[src/rtl/adder_pkg.sv]
// ============================================================================
// Module      : adder_pkg
// Description : Shared FSM state encoding and counter sizing for serial_adder.
// Revision    : 1.0 - initial release
// ============================================================================
`default_nettype none

package adder_pkg;

    typedef enum logic [1:0] {
        ST_IDLE = 2'd0,
        ST_RUN  = 2'd1,
        ST_DONE = 2'd2
    } state_t;

    // Bit counter must hold 0..WIDTH, since it increments on the last RUN cycle too.
    function automatic int cnt_width(input int width);
        return $clog2(width + 1);
    endfunction

endpackage

`default_nettype wire

[src/rtl/full_adder.sv]
// ============================================================================
// Module      : full_adder
// Description : Single-bit full adder; the per-bit datapath of serial_adder.
// Revision    : 1.0 - initial release
// ============================================================================
`default_nettype none

module full_adder (
    input  logic A,
    input  logic B,
    input  logic Cin,
    output logic Sum,
    output logic Cout
);

    assign Sum  = A ^ B ^ Cin;
    assign Cout = (A & B) | (Cin & (A ^ B));

endmodule

`default_nettype wire

[src/rtl/serial_adder.sv]
// ============================================================================
// Module      : serial_adder
// Description : Bit-serial LSB-first adder: Sum/Cout = A+B+Cin in WIDTH+1 cycles.
// Revision    : 1.0 - initial release
// ============================================================================
`default_nettype none

module serial_adder
    import adder_pkg::*;
#(
    parameter int WIDTH = 8
) (
    input  logic             clk,
    input  logic             rst_n,
    input  logic             start,
    input  logic [WIDTH-1:0] A,
    input  logic [WIDTH-1:0] B,
    input  logic             Cin,
    output logic             busy,
    output logic             done,
    output logic [WIDTH-1:0] Sum,
    output logic             Cout
);

    localparam int                 CNT_W    = cnt_width(WIDTH);
    localparam logic [CNT_W-1:0]   LAST_BIT = CNT_W'(WIDTH - 1);

    state_t             state_q;
    logic [WIDTH-1:0]   sha_q;
    logic [WIDTH-1:0]   shb_q;
    logic [WIDTH-2:0]   psum_q;
    logic [WIDTH-1:0]   psum_d;
    logic               carry_q;
    logic [CNT_W-1:0]   cnt_q;
    logic               busy_q;
    logic               done_q;
    logic [WIDTH-1:0]   sum_q;
    logic               cout_q;
    logic               fa_sum;
    logic               fa_cout;

    full_adder u_fa (
        .A    (sha_q[0]),
        .B    (shb_q[0]),
        .Cin  (carry_q),
        .Sum  (fa_sum),
        .Cout (fa_cout)
    );

    // The final sum bit goes straight to Sum, so only WIDTH-1 partial bits are kept.
    assign psum_d = {fa_sum, psum_q};

    always_ff @(posedge clk or negedge rst_n) begin
        if (!rst_n) begin
            state_q <= ST_IDLE;
            sha_q   <= '0;
            shb_q   <= '0;
            psum_q  <= '0;
            carry_q <= 1'b0;
            cnt_q   <= '0;
            busy_q  <= 1'b0;
            done_q  <= 1'b0;
            sum_q   <= '0;
            cout_q  <= 1'b0;
        end else begin
            done_q <= 1'b0;
            case (state_q)
                ST_IDLE, ST_DONE: begin
                    if (start) begin
                        sha_q   <= A;
                        shb_q   <= B;
                        carry_q <= Cin;
                        cnt_q   <= '0;
                        busy_q  <= 1'b1;
                        state_q <= ST_RUN;
                    end else begin
                        state_q <= ST_IDLE;
                    end
                end
                ST_RUN: begin
                    psum_q  <= psum_d[WIDTH-1:1];
                    carry_q <= fa_cout;
                    sha_q   <= sha_q >> 1;
                    shb_q   <= shb_q >> 1;
                    cnt_q   <= cnt_q + 1'b1;
                    if (cnt_q == LAST_BIT) begin
                        sum_q   <= psum_d;
                        cout_q  <= fa_cout;
                        busy_q  <= 1'b0;
                        done_q  <= 1'b1;
                        state_q <= ST_DONE;
                    end
                end
                default: begin
                    busy_q  <= 1'b0;
                    state_q <= ST_IDLE;
                end
            endcase
        end
    end

    assign busy = busy_q;
    assign done = done_q;
    assign Sum  = sum_q;
    assign Cout = cout_q;

endmodule

`default_nettype wire
[config.mk]
export PLATFORM = sky130hd
export DESIGN_NAME = serial_adder
export DESIGN_NICKNAME = d
export VERILOG_FILES = /design/src/rtl/adder_pkg.sv /design/src/rtl/full_adder.sv /design/src/rtl/serial_adder.sv
export SDC_FILE = /design/constraint.sdc
export NUM_CORES = 1
export LEC_CHECK = 0
export CORE_MARGIN = 2
export CORE_UTILIZATION = 35
export CTS_CLUSTER_DIAMETER = 30
export CTS_CLUSTER_SIZE = 30
export DETAILED_ROUTE_END_ITERATION = 10
export DONT_BUFFER_PORTS = 1
export HOLD_SLACK_MARGIN = 0.02
export PLACE_DENSITY = 0.55
export SLEW_MARGIN = 20
export SYNTH_ARGS = -nofsm -noshare
export SYNTH_HDL_FRONTEND = slang
export SYNTH_SLANG_ARGS = --single-unit
[constraint.sdc]
create_clock -name clk -period 1.8 [get_ports clk]
set_input_delay 0.36 -clock clk [delete_from_list [all_inputs] [get_ports clk]]
set_output_delay 0.36 -clock clk [all_outputs]
set_load 0.005 [all_outputs]
== Word-level counts from Yosys, hierarchy flattened ==
Cells that the tools add are included.

* Register bits: 41
* Output and inout bits: 11
* Logic and storage cells: 43

* Add/subtract/negate cells: 1
* Eq/ne operators: 5
* Muxes and demuxes: 16
* Bitwise gates (word level): 5
* Reduce and logical (&&, ||, !) cells: 6

{| class="wikitable"
|+ Operators by type and width
! operator !! number
|-
| 8-bit one-hot mux with 2 select lines || 2
|-
| 8-bit two-way mux || 2
|-
| 4-bit one-hot mux with 2 select lines || 1
|-
| 1-bit two-way mux || 6
|-
| 2-bit AND reduction || 3
|-
| 4-bit by 1-bit adder with 4-bit output, second input constant || 1
|-
| 4-bit by 3-bit == test with 1-bit output, second input constant || 1
|-
| 4-bit two-way mux || 1
|-
| 2-bit != test, second input constant || 2
|-
| 1-bit one-hot mux with 2 select lines || 2
|-
| 2-bit one-hot mux with 2 select lines || 1
|-
| 1-bit AND || 2
|-
| 2-bit by 1-bit == test with 1-bit output, second input constant || 1
|-
| 2-bit == test, second input constant || 1
|-
| 2-bit zero test || 1
|-
| 2-bit two-way mux || 1
|-
| 2-bit nonzero test || 1
|-
| 2-bit OR reduction || 1
|-
| 1-bit bitwise XOR || 2
|-
| 1-bit bitwise OR || 1
|}

== Longest topological paths before layout ==
* Depth after elaboration: 4
* Depth in mapped cells: 5
* Gate-level depth less buffers: 4

== Modules after synthesis ==
A second synthesis with hierarchy kept.

* Cells, all modules: 116
* Area total of the unflattened synthesis: 1735.4 um^2

{| class="wikitable"
|+ Modules (own cells, without submodules)
! module !! instances !! cells an instance !! area each (um^2)
|-
| serial_adder || 1 || 115 || 1715.4
|-
| full_adder || 1 || 1 || 20.0
|}

== Worst setup path after synthesis ==
OpenSTA, ideal clock, no wires.

* Path type: flip-flop to flip-flop
* Start: register cnt_q[0]
* End: register cout_q (netlist: Cout)
* Library setup time: 0.128 ns
* Arrival: 1.335 ns
* Slack: 0.338 ns
* Stages on the path, launching flop included: 6
* Buffers on the path: 1
* Period minus slack after synthesis: 1.462 ns
* Cell sequence: dfrtp_1 > ha_1 > nand3b_1 > nor3b_1 > buf_4 > mux2_1

* Cells in the longest elaborated chain, start to end: 2

{| class="wikitable"
|+ RTL lines
! what !! RTL line !! RTL
|-
| start, declared || serial_adder.sv:34 || <nowiki>logic [CNT_W-1:0] cnt_q;</nowiki>
|-
| start signal, assigned || serial_adder.sv:85 || <nowiki>cnt_q <= cnt_q + 1'b1;</nowiki>
|-
| 4-bit by 3-bit == test with 1-bit output || serial_adder.sv:86 || <nowiki>if (cnt_q == LAST_BIT) begin</nowiki>
|-
| 2-bit AND reduction (no source line) || - ||
|-
| end signal, assigned || serial_adder.sv:88 || <nowiki>cout_q <= fa_cout;</nowiki>
|-
| end, declared || serial_adder.sv:38 || <nowiki>logic cout_q;</nowiki>
|}

No other way between the ends.
A chain may end at the register's enable or synchronous reset.

== Final worst setup path ==
* Start: register cnt_q[0]
* End: register sum_q[6] (netlist: Sum[6])

* Cells in the longest elaborated chain, start to end: 2

{| class="wikitable"
|+ RTL lines
! what !! RTL line !! RTL
|-
| 4-bit by 3-bit == test with 1-bit output || serial_adder.sv:86 ||
|-
| 2-bit AND reduction (no source line) || - ||
|-
| end signal, assigned || serial_adder.sv:87 || <nowiki>sum_q <= psum_d;</nowiki>
|-
| end, declared || serial_adder.sv:37 || <nowiki>logic [WIDTH-1:0] sum_q;</nowiki>
|}

No other way between the ends.

==> results_dict.tcl <==
set metrics [dict create \
    fmax_mhz 622.8 \
    grt.total_usage 0.1239 \
    synth_edf_count 0 \
    io_pins 31 \
    endpoint_kind "register" \
    final_cell_mix "41 x dfrtp_1, 19 x a22o_1, 16 x mux2_1, 16 x a21o_1, 6 x clkbuf_8" \
    cp.arrival_ns 1.78 \
    wire_per_inst_um 16.28 \
    antenna_left 0 \
    drc_errors 0 \
    tightest_slew_ns 0.7348 \
    multi_input_area_um2 609.3 \
    coreArea_mm2 0.004692 \
    yosysWarnings 0 \
    synth_area_mm2 0.001692 \
    vias_per_cell 5.429 \
    hold_viol_final 0 \
    fin_nets 144 \
    final_common_cell "dfrtp_1" \
    cts_buffer_depth 2 \
    wirelength_um 2882 \
    synth_cells 116 \
    p_switching_mw 1.062 \
    critPathKind "register to register" \
    io_buffers 0 \
    wl_met1_um 1207 \
    grt_pass1_wl_um 4899 \
    finClkSkew_ns 0.004609 \
    synthArstFlopShare 1.000 \
    clkLatencyLatePin_ns 0.29 \
    clkTransAtPathRegs_ns 0.07 \
    cts_made_buffers 5 \
    leakage_nw 0.9356 \
    initial_core_util 0.3605 \
    dp_hpwl_um 1899 \
    internal_power_mw 2.412 \
    synth_seq_cells 41 \
    antenna_found_initial 0 \
    die_area_mm2 0.005405 \
    area_delta_synth_final_pct 11.09 \
    dr.pass1.iters 4 \
    n_antenna_cell 0 \
    first_global_vias 1104 \
    drive_gt1_frac 0.1220 \
    cpPeakStageDelay_ns 0.37 \
    highest_layer "met4" \
    drv_slew 0 \
    swShare 0.3056 \
    ys_types 20 \
    period_share 0.8921 \
    synth_ff_type "dfrtp_1" \
    cts_tree "done" \
    min_path_type "input port to register" \
    cts_sinks 41 \
    holdPathStages 1 \
    fin_crit_ns 1.606 \
    vias 961 \
    fin_area_mm2 0.001879 \
    power.clock.fraction 0.216 \
    synth-seq-area-share 0.6065 \
    maxSlewHeadroom 0.5096 \
    fp-row-count 25 \
    regArea_mm2 0.001026 \
    grt_max_degree 42 \
    post_cts_buffers 0 \
    worstPathMaxFanout 10 \
    r2r_cells 5 \
    path_cells "ha_1, nand3b_1, nor3b_1, buf_4, mux2_1" \
    overflow 0 \
    worstPathRequired_ns 1.97 \
    hold_ws_ns 0.2069 \
    post-route-util 0.4005 \
    setup_tns_ns 0 \
    power_density_mw_per_mm2 1849 \
    place_ws_ns 0.1909 \
    max-vdd-ir-drop_mv 0.6902 \
    finalSetupViolations 0 \
    wl_met3_um 188 \
    combPwrFrac 0.315 \
    cap_viol_max_count 0 \
    syn-num-nets 138 \
    drtIter0Drc 31 \
    synth.avg_cell_area_um2 14.58 \
    worst_slack_ns 0.1942 \
    dieWidth_um 73.52 \
    place_congestion 0.6944 \
    cp_slowest_cell "dfrtp_1" \
    seqPwrFrac 0.468 \
    rsz0062_at_grt "false" \
    dpl_cell_area_mm2 0.001733 \
    routed-wl-met2_um 1417 \
    cts-root-buf "clkbuf_8" \
    h-tree-depth 2 \
    start_kind "register" \
    die_h_um 73.52 \
    outcome "complete, no violations" \
    fillers 450 \
]
through the flow:
step           total power [mW]  cells
3_3_place_gp              2.683    167
4_1_cts                   3.538    177
3_5_place_dp              2.753    167
5_1_grt                   3.762    177
2_1_floorplan             2.543    116
6_report                  3.474    177
path summary, 6_finish.rpt:
check / from / endpoint / slack (ns)
max: cnt_q[0] / Sum[6] / 0.19
min: B[7] / shb_q[7] / 0.21
max reg2reg: cnt_q[0] / Sum[6] / 0.19
min reg2reg: sha_q[5] / sha_q[5] / 0.48
max in group asynchronous: rst_n / shb_q[2] / 1.07
min in group asynchronous: rst_n / Sum[2] / 0.54
layer usage:
layer,up-vias,global-route usage
li1,437,-
met1,488,0.1370
met2,29,0.2073
met3,7,0.04390
met4,0,0.06667
met5,-,0
timing repair:
| item | CTS | global route |
|---|---|---|
| endpoints found under the hold margin | 41 | 0 |
| gates resized for setup | 0 | 0 |
| hold buffers | 2 | 0 |
worst max-delay path, delay by kind of cell (launching register included):
kind	cells	cell delay [ns]
DFF	1	0.37
and+or+nand+nor	2	0.36
muxes	1	0.34
buffers and inverters	1	0.22
adders and majority gates	1	0.20
sequential cells by signal (all words and copies together), names as in the netlist:
| signal | flops |
|---|---|
| cnt_q | 4 |
| state_q | 2 |
| busy | 1 |
| sha_q | 8 |
| psum_q | 7 |
| done | 1 |
| Sum | 8 |
| Cout | 1 |
| carry_q | 1 |
| shb_q | 8 |
power groups by stage:
| stage | Combinational, mW | Sequential, mW | Clock (mW) |
|---|---|---|---|
| floorplan | 0.982 | 1.56 | 0 |
| global placement | 1.05 | 1.63 | 0 |
| detailed placement | 1.10 | 1.66 | 0 |
| CTS | 1.12 | 1.64 | 0.777 |
| global route | 1.26 | 1.69 | 0.813 |
| finish | 1.10 | 1.63 | 0.751 |
cells in the mapped netlist, types with 2 or more instances:
cell,count,share of area
dfrtp_1,41,0.61
a22o_1,19,0.098
a21o_1,16,0.071
mux2_1,16,0.11
buf_2,3,0.0089
buf_6,3,0.020
mux2i_1,2,0.012
nand3b_1,2,0.0089
nor2b_1,2,0.0074
nor3b_1,2,0.0089
cell families (layout without fill, tap and decap cells):
| group | after synthesis | after routing | synth area share |
|---|---|---|---|
| and+or+nand+nor | 11 | 11 | 0.04364 |
| muxes | 19 | 19 | 0.1250 |
| adders and majority gates | 2 | 2 | 0.01923 |
| AOI/OAI and AO/OA | 36 | 36 | 0.1723 |
| buffers and inverters | 7 | 14 | 0.03328 |
| DFF | 41 | 41 | 0.6065 |
final cells by class:
| type | instances | share of cell area |
|---|---|---|
| multi-input cells | 68 | 0.3242 |
| flip-flops and latches | 41 | 0.5459 |
| clock inverters | 1 | 0.01598 |
| clock buffers | 7 | 0.04594 |
| well taps | 54 | 0.03595 |
| repair buffers | 6 | 0.03196 |
Power figures use the tool's default switching activity.
